File: config.mk
export PLATFORM = sky130hd
export DESIGN_NAME = simon_round_controller
export DESIGN_NICKNAME = d
export VERILOG_FILES = /design/src/rtl/simon_round_controller.sv
export SDC_FILE = /design/constraint.sdc
export NUM_CORES = 1
export LEC_CHECK = 0
export CAP_MARGIN = 20
export CORE_UTILIZATION = 53
export CTS_CLUSTER_DIAMETER = 30
export DETAILED_ROUTE_END_ITERATION = 8
export GPL_ROUTABILITY_DRIVEN = 0
export MAX_ROUTING_LAYER = met4
export PLACE_DENSITY = 0.77
export SLEW_MARGIN = 0
export SYNTH_ARGS = -nofsm -noshare
export SYNTH_HDL_FRONTEND = slang
export SYNTH_SLANG_ARGS = --single-unit
export TNS_END_PERCENT = 50
File: constraint.sdc
create_clock -name clk -period 2.5 [get_ports clk]
set_input_delay 0.5 -clock clk [delete_from_list [all_inputs] [get_ports clk]]
set_output_delay 0.5 -clock clk [all_outputs]
set_load 0.03 [all_outputs]
File: src/rtl/simon_round_controller.sv
// simon_round_controller: game FSM for the two-button Simon game.
// Draws a pattern from a free-running LFSR, plays it on two LEDs, checks the
// player's presses, and sequences external round/position counters by strobes.
//
// Ports:
//   clk          system clock, rising edge
//   reset        synchronous active-high reset
//   start        1-cycle pulse, begins a new game (IDLE/WIN/LOSE only)
//   btn0, btn1   debounced 1-cycle press pulses (WAIT_INPUT only)
//   round_count  external round counter (resets to 1) = current pattern length
//   pos_count    external position counter (resets to 1), 1-based pattern index
//   round_inc    increment strobe to round counter
//   round_rst    reset strobe to round counter
//   pos_inc      increment strobe to position counter
//   pos_rst      reset strobe to position counter
//   led0, led1   pattern display (element value 0 / 1)
//   win, lose    game result, held until the next start
module simon_round_controller #(
  parameter int unsigned MAX_LEN        = 16,
  parameter int unsigned SHOW_CYCLES    = 12500000,
  parameter int unsigned GAP_CYCLES     = 6250000,
  parameter int unsigned TIMEOUT_CYCLES = 0
) (
  input  logic       clk,
  input  logic       reset,
  input  logic       start,
  input  logic       btn0,
  input  logic       btn1,
  input  logic [4:0] round_count,
  input  logic [4:0] pos_count,
  output logic       round_inc,
  output logic       round_rst,
  output logic       pos_inc,
  output logic       pos_rst,
  output logic       led0,
  output logic       led1,
  output logic       win,
  output logic       lose
);

  localparam int unsigned CNT_W  = 5;
  localparam int unsigned TMR_W  = 32;
  localparam int unsigned LFSR_W = 16;
  localparam int unsigned SEQ_W  = 32;

  localparam logic [LFSR_W-1:0] LFSR_SEED = 16'hACE1;
  localparam logic [CNT_W-1:0]  MAX_LEN_C = CNT_W'(MAX_LEN);
  // Only the low MAX_LEN pattern bits are ever stored; the rest stay zero.
  localparam logic [SEQ_W-1:0]  SEQ_MASK  = SEQ_W'((64'd1 << MAX_LEN) - 64'd1);
  localparam logic [TMR_W-1:0]  SHOW_LAST = TMR_W'(SHOW_CYCLES - 1);
  localparam logic [TMR_W-1:0]  GAP_LAST  = TMR_W'(GAP_CYCLES - 1);
  localparam logic [TMR_W-1:0]  TO_LAST   = TMR_W'(TIMEOUT_CYCLES - 1);

  typedef enum logic [3:0] {
    S_IDLE,
    S_CLEAR,
    S_LOAD,
    S_SHOW_ON,
    S_SHOW_OFF,
    S_SETTLE,
    S_WAIT_INPUT,
    S_WIN,
    S_LOSE
  } state_t;

  state_t            state;
  logic [TMR_W-1:0]  timer;
  logic [LFSR_W-1:0] lfsr;
  logic [LFSR_W-1:0] lfsr_next;
  logic [SEQ_W-1:0]  seq_reg;
  logic              cur_bit;
  logic [CNT_W-1:0]  pos_idx;
  logic              seq_bit;
  logic              timed_out;

  // Fibonacci LFSR, x^16+x^14+x^13+x^11+1, shifting right.
  assign lfsr_next = {lfsr[0] ^ lfsr[2] ^ lfsr[3] ^ lfsr[5], lfsr[LFSR_W-1:1]};

  // Pattern element addressed by the 1-based position counter.
  assign pos_idx = CNT_W'(pos_count - 5'd1);
  assign seq_bit = seq_reg[pos_idx];

  assign timed_out = (TIMEOUT_CYCLES != 0) && (timer == TO_LAST);

  // Game FSM with registered strobes/LEDs; strobes default low each cycle.
  always_ff @(posedge clk) begin
    if (reset) begin
      state     <= S_IDLE;
      timer     <= '0;
      lfsr      <= LFSR_SEED;
      seq_reg   <= '0;
      cur_bit   <= 1'b0;
      round_inc <= 1'b0;
      round_rst <= 1'b1;
      pos_inc   <= 1'b0;
      pos_rst   <= 1'b1;
      led0      <= 1'b0;
      led1      <= 1'b0;
      win       <= 1'b0;
      lose      <= 1'b0;
    end else begin
      lfsr      <= lfsr_next;
      timer     <= timer + 32'd1;
      round_inc <= 1'b0;
      round_rst <= 1'b0;
      pos_inc   <= 1'b0;
      pos_rst   <= 1'b0;
      led0      <= 1'b0;
      led1      <= 1'b0;
      win       <= 1'b0;
      lose      <= 1'b0;

      case (state)
        S_IDLE: begin
          // Counters are held in reset while idle and through CLEAR.
          round_rst <= 1'b1;
          pos_rst   <= 1'b1;
          if (start) begin
            state <= S_CLEAR;
            timer <= '0;
          end
        end

        S_CLEAR: begin
          // Two consecutive LFSR states cover patterns longer than 16.
          seq_reg <= {lfsr_next, lfsr} & SEQ_MASK;
          state   <= S_LOAD;
          timer   <= '0;
        end

        S_LOAD: begin
          cur_bit <= seq_bit;
          led0    <= ~seq_bit;
          led1    <= seq_bit;
          state   <= S_SHOW_ON;
          timer   <= '0;
        end

        S_SHOW_ON: begin
          if (timer == SHOW_LAST) begin
            state <= S_SHOW_OFF;
            timer <= '0;
          end else begin
            led0 <= ~cur_bit;
            led1 <= cur_bit;
          end
        end

        S_SHOW_OFF: begin
          if (timer == GAP_LAST) begin
            timer <= '0;
            if (pos_count < round_count) begin
              pos_inc <= 1'b1;
              state   <= S_LOAD;
            end else begin
              pos_rst <= 1'b1;
              state   <= S_SETTLE;
            end
          end
        end

        S_SETTLE: begin
          state <= S_WAIT_INPUT;
          timer <= '0;
        end

        S_WAIT_INPUT: begin
          if (btn0 && btn1) begin
            lose  <= 1'b1;
            state <= S_LOSE;
            timer <= '0;
          end else if (btn0 || btn1) begin
            timer <= '0;
            if (btn1 != seq_bit) begin
              lose  <= 1'b1;
              state <= S_LOSE;
            end else if (pos_count < round_count) begin
              pos_inc <= 1'b1;
              state   <= S_SETTLE;
            end else if (round_count == MAX_LEN_C) begin
              win   <= 1'b1;
              state <= S_WIN;
            end else begin
              round_inc <= 1'b1;
              pos_rst   <= 1'b1;
              state     <= S_LOAD;
            end
          end else if (timed_out) begin
            lose  <= 1'b1;
            state <= S_LOSE;
            timer <= '0;
          end
        end

        S_WIN, S_LOSE: begin
          // Counters are left alone so round_count keeps the final score.
          if (start) begin
            round_rst <= 1'b1;
            pos_rst   <= 1'b1;
            state     <= S_CLEAR;
            timer     <= '0;
          end else begin
            win  <= (state == S_WIN);
            lose <= (state == S_LOSE);
          end
        end

        default: begin
          state <= S_IDLE;
          timer <= '0;
        end
      endcase
    end
  end

endmodule

After elaboration in Yosys (flattened, before gate mapping)
Index checks and enable logic that the tools add are counted.
{ "totals": {"romBits": 0, "latch_bits": 0, "register_bits": 77, "input_bits": 15, "mem_bits_rw": 0, "word_cells": 96, "out_inout_bits": 8, "n_memories": 0} }
{ "op_classes": {"shift": 0, "n_mul": 0, "muxes": 50, "addsub": 2, "n_div": 0, "magnitude_cmp": 2, "n_reduce_logical": 7, "eq_ne": 16, "bitwise_logic": 6} }
{ "ops": {"columns": ["cell", "n"], "rows": [
  ["two-way mux 32 bit", 5],
  ["case mux 32 bit (4 select lines)", 1],
  ["adder 32 x 1 -> 32 bit (second input constant)", 1],
  ["== test 32 x 23 -> 1 bit (second input constant)", 1],
  ["== test 32 x 24 -> 1 bit (second input constant)", 1],
  ["case mux 4 bit (7 select lines)", 1],
  ["two-way mux 1 bit", 26],
  ["two-way mux 4 bit", 6],
  ["== test 4 x 3 -> 1 bit (second input constant)", 4],
  ["case mux 1 bit (2 select lines)", 6],
  ["two-way mux 3 bit", 3],
  ["== test 4 x 2 -> 1 bit (second input constant)", 2],
  ["less-than comparator 5 x 6 -> 1 bit (second input constant)", 1],
  ["binary-select mux 1 bit (select 5 bit)", 1],
  ["== test 5 bit (second input constant)", 1],
  ["less-than comparator 5 bit", 1],
  ["subtractor 5 x 1 -> 5 bit (second input constant)", 1],
  ["== test 4 x 1 -> 1 bit (second input constant)", 1],
  ["== test 4 bit (second input constant)", 1],
  ["logical NOT 4 bit", 1],
  ["!= test 2 bit (second input constant)", 2],
  ["case mux 1 bit (4 select lines)", 1],
  ["AND reduction 4 bit", 1],
  ["OR reduction 2 bit", 2],
  ["8 further kinds", 12]
]} }

Depth between registers and ports, before layout
Gate-level depths: netlist of the first run.
{ "logic_depth": {"word_depth": 8, "depth_mapped": 9, "depth_no_buf": 9} }

Least setup slack after synthesis of the first run
No wires, ideal clock.
{ "synth_path": {"kind": "input port to flip-flop", "startpoint": "in pos_count[0]", "endpoint": "reg state[1]", "n_path_buf": 0, "required_time_ns": 2.422, "path_stages": 8, "setup_ns": 0.078, "setup_slack_ns": 0.065, "t_arrival_ns": 2.357, "path_cell_list": "inv_1 -> ha_1 -> xor2_4 -> mux4_2 -> o211ai_2 -> nand2_4 -> or3_1 -> a32oi_1"} }
{ "synth_via": {"elab_chain_len": 8, "word_cells_on_any_way": 12, "cone_classes": "add/sub: 1; order compare: 1; eq/ne: 1; mux: 9"} }
{ "synth_lines": {"columns": ["element", "line_no", "text"], "rows": [
  ["start, declared", "30", "input logic [4:0] pos_count,"],
  ["subtractor 5 x 1 -> 5 bit", "80", "assign pos_idx = CNT_W'(pos_count - 5'd1);"],
  ["binary-select mux 1 bit (select 5 bit)", "81", "assign seq_bit = seq_reg[pos_idx];"],
  ["two-way mux 1 bit (implied by the code)", "81", null],
  ["!= test 1 bit", "174", "if (btn1 != seq_bit) begin"],
  ["two-way mux 4 bit", "174", null],
  ["two-way mux 4 bit", "172", "end else if (btn0 || btn1) begin"],
  ["two-way mux 4 bit", "168", "if (btn0 && btn1) begin"],
  ["case mux 4 bit (7 select lines) *", "113", "case (state)"],
  ["end signal, assigned", "170", "state <= S_LOSE;"],
  ["end signal, assigned", "176", "state <= S_LOSE;"],
  ["end signal, assigned", "179", "state <= S_SETTLE;"],
  ["end, declared", "66", "state_t state;"]
]} }
Mark *: on every way between the ends. The rest lies on a longest branch, timed or not. The select of a mux whose other input is x is not followed.
A chain may end at the register's enable or synchronous reset.

Final worst setup path of the first run
{ "layout_path": {"startpoint": "in pos_count[2]", "endpoint": "reg state[0]"} }
Same word-level chain as after synthesis.

==> results of run 1 <==
metal layers:
layer  routed length [um]  up-vias
li1                     -     1509
met1                 3242     1402
met2                 3680       63
met3                  306       12
met4                  123        0
met5                    0        -
how the worst min path moves through the flow:
stage                        start                  endpoint  slack (ns)  cells past startpoint
4_1_cts        lfsr[14]$_SDFF_PP0_  seq_reg[14]$_SDFFE_PP0P_        0.45                      2
6_report       lfsr[14]$_SDFF_PP0_       lfsr[13]$_SDFF_PP1_        0.45                      1
3_5_place_dp    lfsr[1]$_SDFF_PP0_        lfsr[0]$_SDFF_PP1_        0.44                      1
5_1_grt        lfsr[14]$_SDFF_PP0_       lfsr[13]$_SDFF_PP1_        0.47                      1
2_1_floorplan   lfsr[1]$_SDFF_PP0_        lfsr[0]$_SDFF_PP1_        0.42                      1
3_3_place_gp   lfsr[11]$_SDFF_PP1_       lfsr[10]$_SDFF_PP1_        0.42                      1
logic make-up after synthesis:
group | after synthesis
mux | 10
compound gates | 56
simple gates | 194
xor+xnor | 34
flops | 77
buf+inv | 37
fa+ha+maj | 6
critical path, stage by stage:
cell             delay (ns)
clkdlybuf4s50_1        0.55
buf_4                  0.21
nor3_1                 0.28
nand3_1                0.13
o31ai_1                0.14
o211ai_4               0.16
nand2_4                0.12
mux2_2                 0.36
o41ai_1                0.21
layout by cell type (no fill, tap or decap), types with 4 or more instances in the layout:
cell             netlist  final
dfxtp_1               77     77
nor2_1                54     54
nand2_1               48     48
buf_4                  0     27
nand3_1               22     21
a21oi_1               21     21
clkdlybuf4s50_1        0     20
xor2_1                19     19
inv_1                 19     16
xnor2_1               14     14
nor2b_1                9      9
clkbuf_8               0      9
nor3_1                 8      8
mux2i_1                8      8
or2_2                  8      8
and4_1                 7      7
o21ai_0                7      7
nand2b_1               5      5
and3_1                 5      5
nand4_1                5      5
ha_1                   6      5
inv_2                  1      4
nor4_1                 5      4
through the flow:
| stage | cells | area [um2] | utilization [%] |
|---|---|---|---|
| global route | 540 | 4267 | 66.43 |
| finish | 540 | 4267 | 66.43 |
| global placement | 519 | 4004 | 62.34 |
| floorplan | 414 | 3563 | - |
| CTS | 538 | 4228 | 65.83 |
| detailed placement | 519 | 4004 | 62.34 |
repair_timing:
action | CTS | global route
resized for setup | 6 | 5
pin swaps | 4 | 4
hold buffers | 0 | 0
buffers inserted | 3 | 2
gates cloned | 0 | 0
endpoints found under the setup margin | 6 | 6
power by group:
part / internal (mW) / switching, mW
Sequential: 1.36 / 0.110
Clock: 0.372 / 0.487
Combinational: 0.350 / 0.490
synthesized netlist by cell type, types with 2 or more instances:
master | instances | share of area, %
nand2b_1 | 5 | 0.88
xor2_1 | 19 | 4.7
nand2_1 | 48 | 5.1
o31ai_1 | 3 | 0.63
nor2b_1 | 9 | 1.6
buf_2 | 6 | 0.84
a22oi_1 | 4 | 0.84
o32a_1 | 2 | 0.56
nor3_2 | 2 | 0.56
or3_1 | 3 | 0.53
o211ai_1 | 2 | 0.42
nor2_1 | 54 | 5.7
inv_1 | 19 | 2.0
nor3_1 | 8 | 1.1
dfxtp_1 | 77 | 43
or2_2 | 8 | 1.4
a21oi_1 | 21 | 2.9
xnor2_1 | 14 | 3.4
o21ai_0 | 7 | 0.98
and4_1 | 7 | 1.7
nand3_1 | 22 | 3.1
nor3b_1 | 2 | 0.42
and3_1 | 5 | 0.88
nor4_1 | 5 | 0.88
and2_1 | 2 | 0.35
o41ai_1 | 2 | 0.49
clkbuf_1 | 11 | 1.2
nand4_1 | 5 | 0.88
ha_1 | 6 | 2.1
mux2i_1 | 8 | 2.2
o21ai_1 | 2 | 0.28
layout make-up:
cell class              count  area, um2
inverters                  20      75.07
fillers                   529       2156
clock inverters             7      57.56
well taps                  77      96.34
flip-flops and latches     77       1541
clock buffers               9      123.9
repair buffers             50      447.9
multi-input cells         300       1924
==> impl_metrics.env, run 1 <==
export IMPL_status="finished, violations left"
export IMPL_violations="design-rule violations"
export IMPL_grt_busiest_layer="met2"
export IMPL_cts_tree="yes"
export IMPL_grt_pass1_vias=2830
export IMPL_grt_max_degree=35
export IMPL_max_freq_ghz=0.4154
export IMPL_synthCells=414
export IMPL_die_width_um=84.00
export IMPL_fin_worst_skew_ns=0.01132
export IMPL_synthFlopType="dfxtp_1"
export IMPL_synth_seq_area_share_pct=43.26
export IMPL_layout_min_cycle_time_ns=2.407
export IMPL_clk_path_buf_depth=2
export IMPL_grt_pass1_wl_mm=12.37
export IMPL_synthXorXnorAreaFrac_pct=8.883
export IMPL_vias=2986
export IMPL_pre_cts_ws_ns=-0.4916
export IMPL_synth_simple_area_share_pct=28.02
export IMPL_start_util_pct=55.48
export IMPL_core_area_um2=6422
export IMPL_die_h_um=84.00
export IMPL_holdWs_ns=0.4488
export IMPL_p_leak_nw=1.599
export IMPL_synth_seq_cells=77
export IMPL_yosysWarningCount=0
export IMPL_grt_use_met1_pct=25.69
export IMPL_setup_ws_ns=0.09266
export IMPL_hold_viol_final=0
export IMPL_largest_register_ff_count=32
export IMPL_final_max_slew_viol_count=0
export IMPL_cts_root_buf="clkbuf_8"
export IMPL_cts_buffers=9
export IMPL_setup_tns_ns=0
export IMPL_synthAdderAreaFrac_pct=2.107
export IMPL_crit_fanout=6
export IMPL_maxCapViolCount=0
export IMPL_area_delta_synth_final_pct=19.73
export IMPL_reg2reg_depth=8
export IMPL_rows=29
export IMPL_drcViolationCount=10
export IMPL_grtUsageTotal_pct=22.46
export IMPL_portBuffers=22
export IMPL_via_per_inst=5.530
export IMPL_clkTransAtPathRegs_ns=0.09
export IMPL_timing_rr_start="timer[0]$_SDFF_PP0_"
export IMPL_wirelength_mm=7.353
export IMPL_avgSynthCellArea_um2=8.607
export IMPL_antenna_cells=0
export IMPL_async_flop_share_pct=0
export IMPL_top_level_ports=23
export IMPL_h_tree_depth=3
export IMPL_r2r_end="state[2]$_SDFFE_PP0P_"
export IMPL_synth_area_um2=3563
export IMPL_rsz0062_at_grt="false"
export IMPL_max_slew_margin_pct=58.10
export IMPL_cts_sinks=77
export IMPL_critPathLaunch="pos_count[2]"
export IMPL_end_kind="flip-flop"
export IMPL_worst_endpoint_required_ns=2.76
export IMPL_totalPowerFinal_mw=3.166
export IMPL_finalNetCount=479
export IMPL_dp_hpwl_mm=5.135
export IMPL_insertion_delay_ns=0.35
export IMPL_use_met2_pct=38.08
export IMPL_ir_worst_vdd_mv=0.3964
export IMPL_cp_start_kind="input pin"
export IMPL_r2r_slack_ns=0.17
export IMPL_power_density_nw_per_um2=742.0
export IMPL_syn_nets=435
export IMPL_synth_top_family_by_area="simple AND/OR/NAND/NOR gates"
export IMPL_layout_drive_gt1_share_pct=15.98
export IMPL_synth_edff_count=0
export IMPL_antenna_left=0
export IMPL_drtIter0Drc=198
export IMPL_synth_compound_area_share_pct=10.43
export IMPL_worst_pin_slew_ns=0.6237
export IMPL_antenna_found_initial=0
export IMPL_firstDrtPassIters=7
export IMPL_muxShareOfSynthArea_pct=3.195
export IMPL_use_met3_pct=3.858
export IMPL_post_synth_num_cell_types=57
export IMPL_grt_ovfl_total=0
export IMPL_arrival_ns=2.67
export IMPL_avgRoutedWirePerCell_um=13.62
export IMPL_fin_crit_sh_pct=96.29
export IMPL_critPathCapture="state[0]$_SDFFE_PP0P_"
export IMPL_setup_violations=0
export IMPL_min_path_type="reg2reg"
export IMPL_die_area_um2=7055
export IMPL_critPathKind="in2reg"
Note: power is estimated with default switching activity, not from simulation.
==> run 2, diff against run 1 <==
ABC_CLOCK_PERIOD_IN_PS = 2500   (was unset)
==> results of run 2 <==
Same layout as run 1: the final DEF is identical, and so are final timing and power.
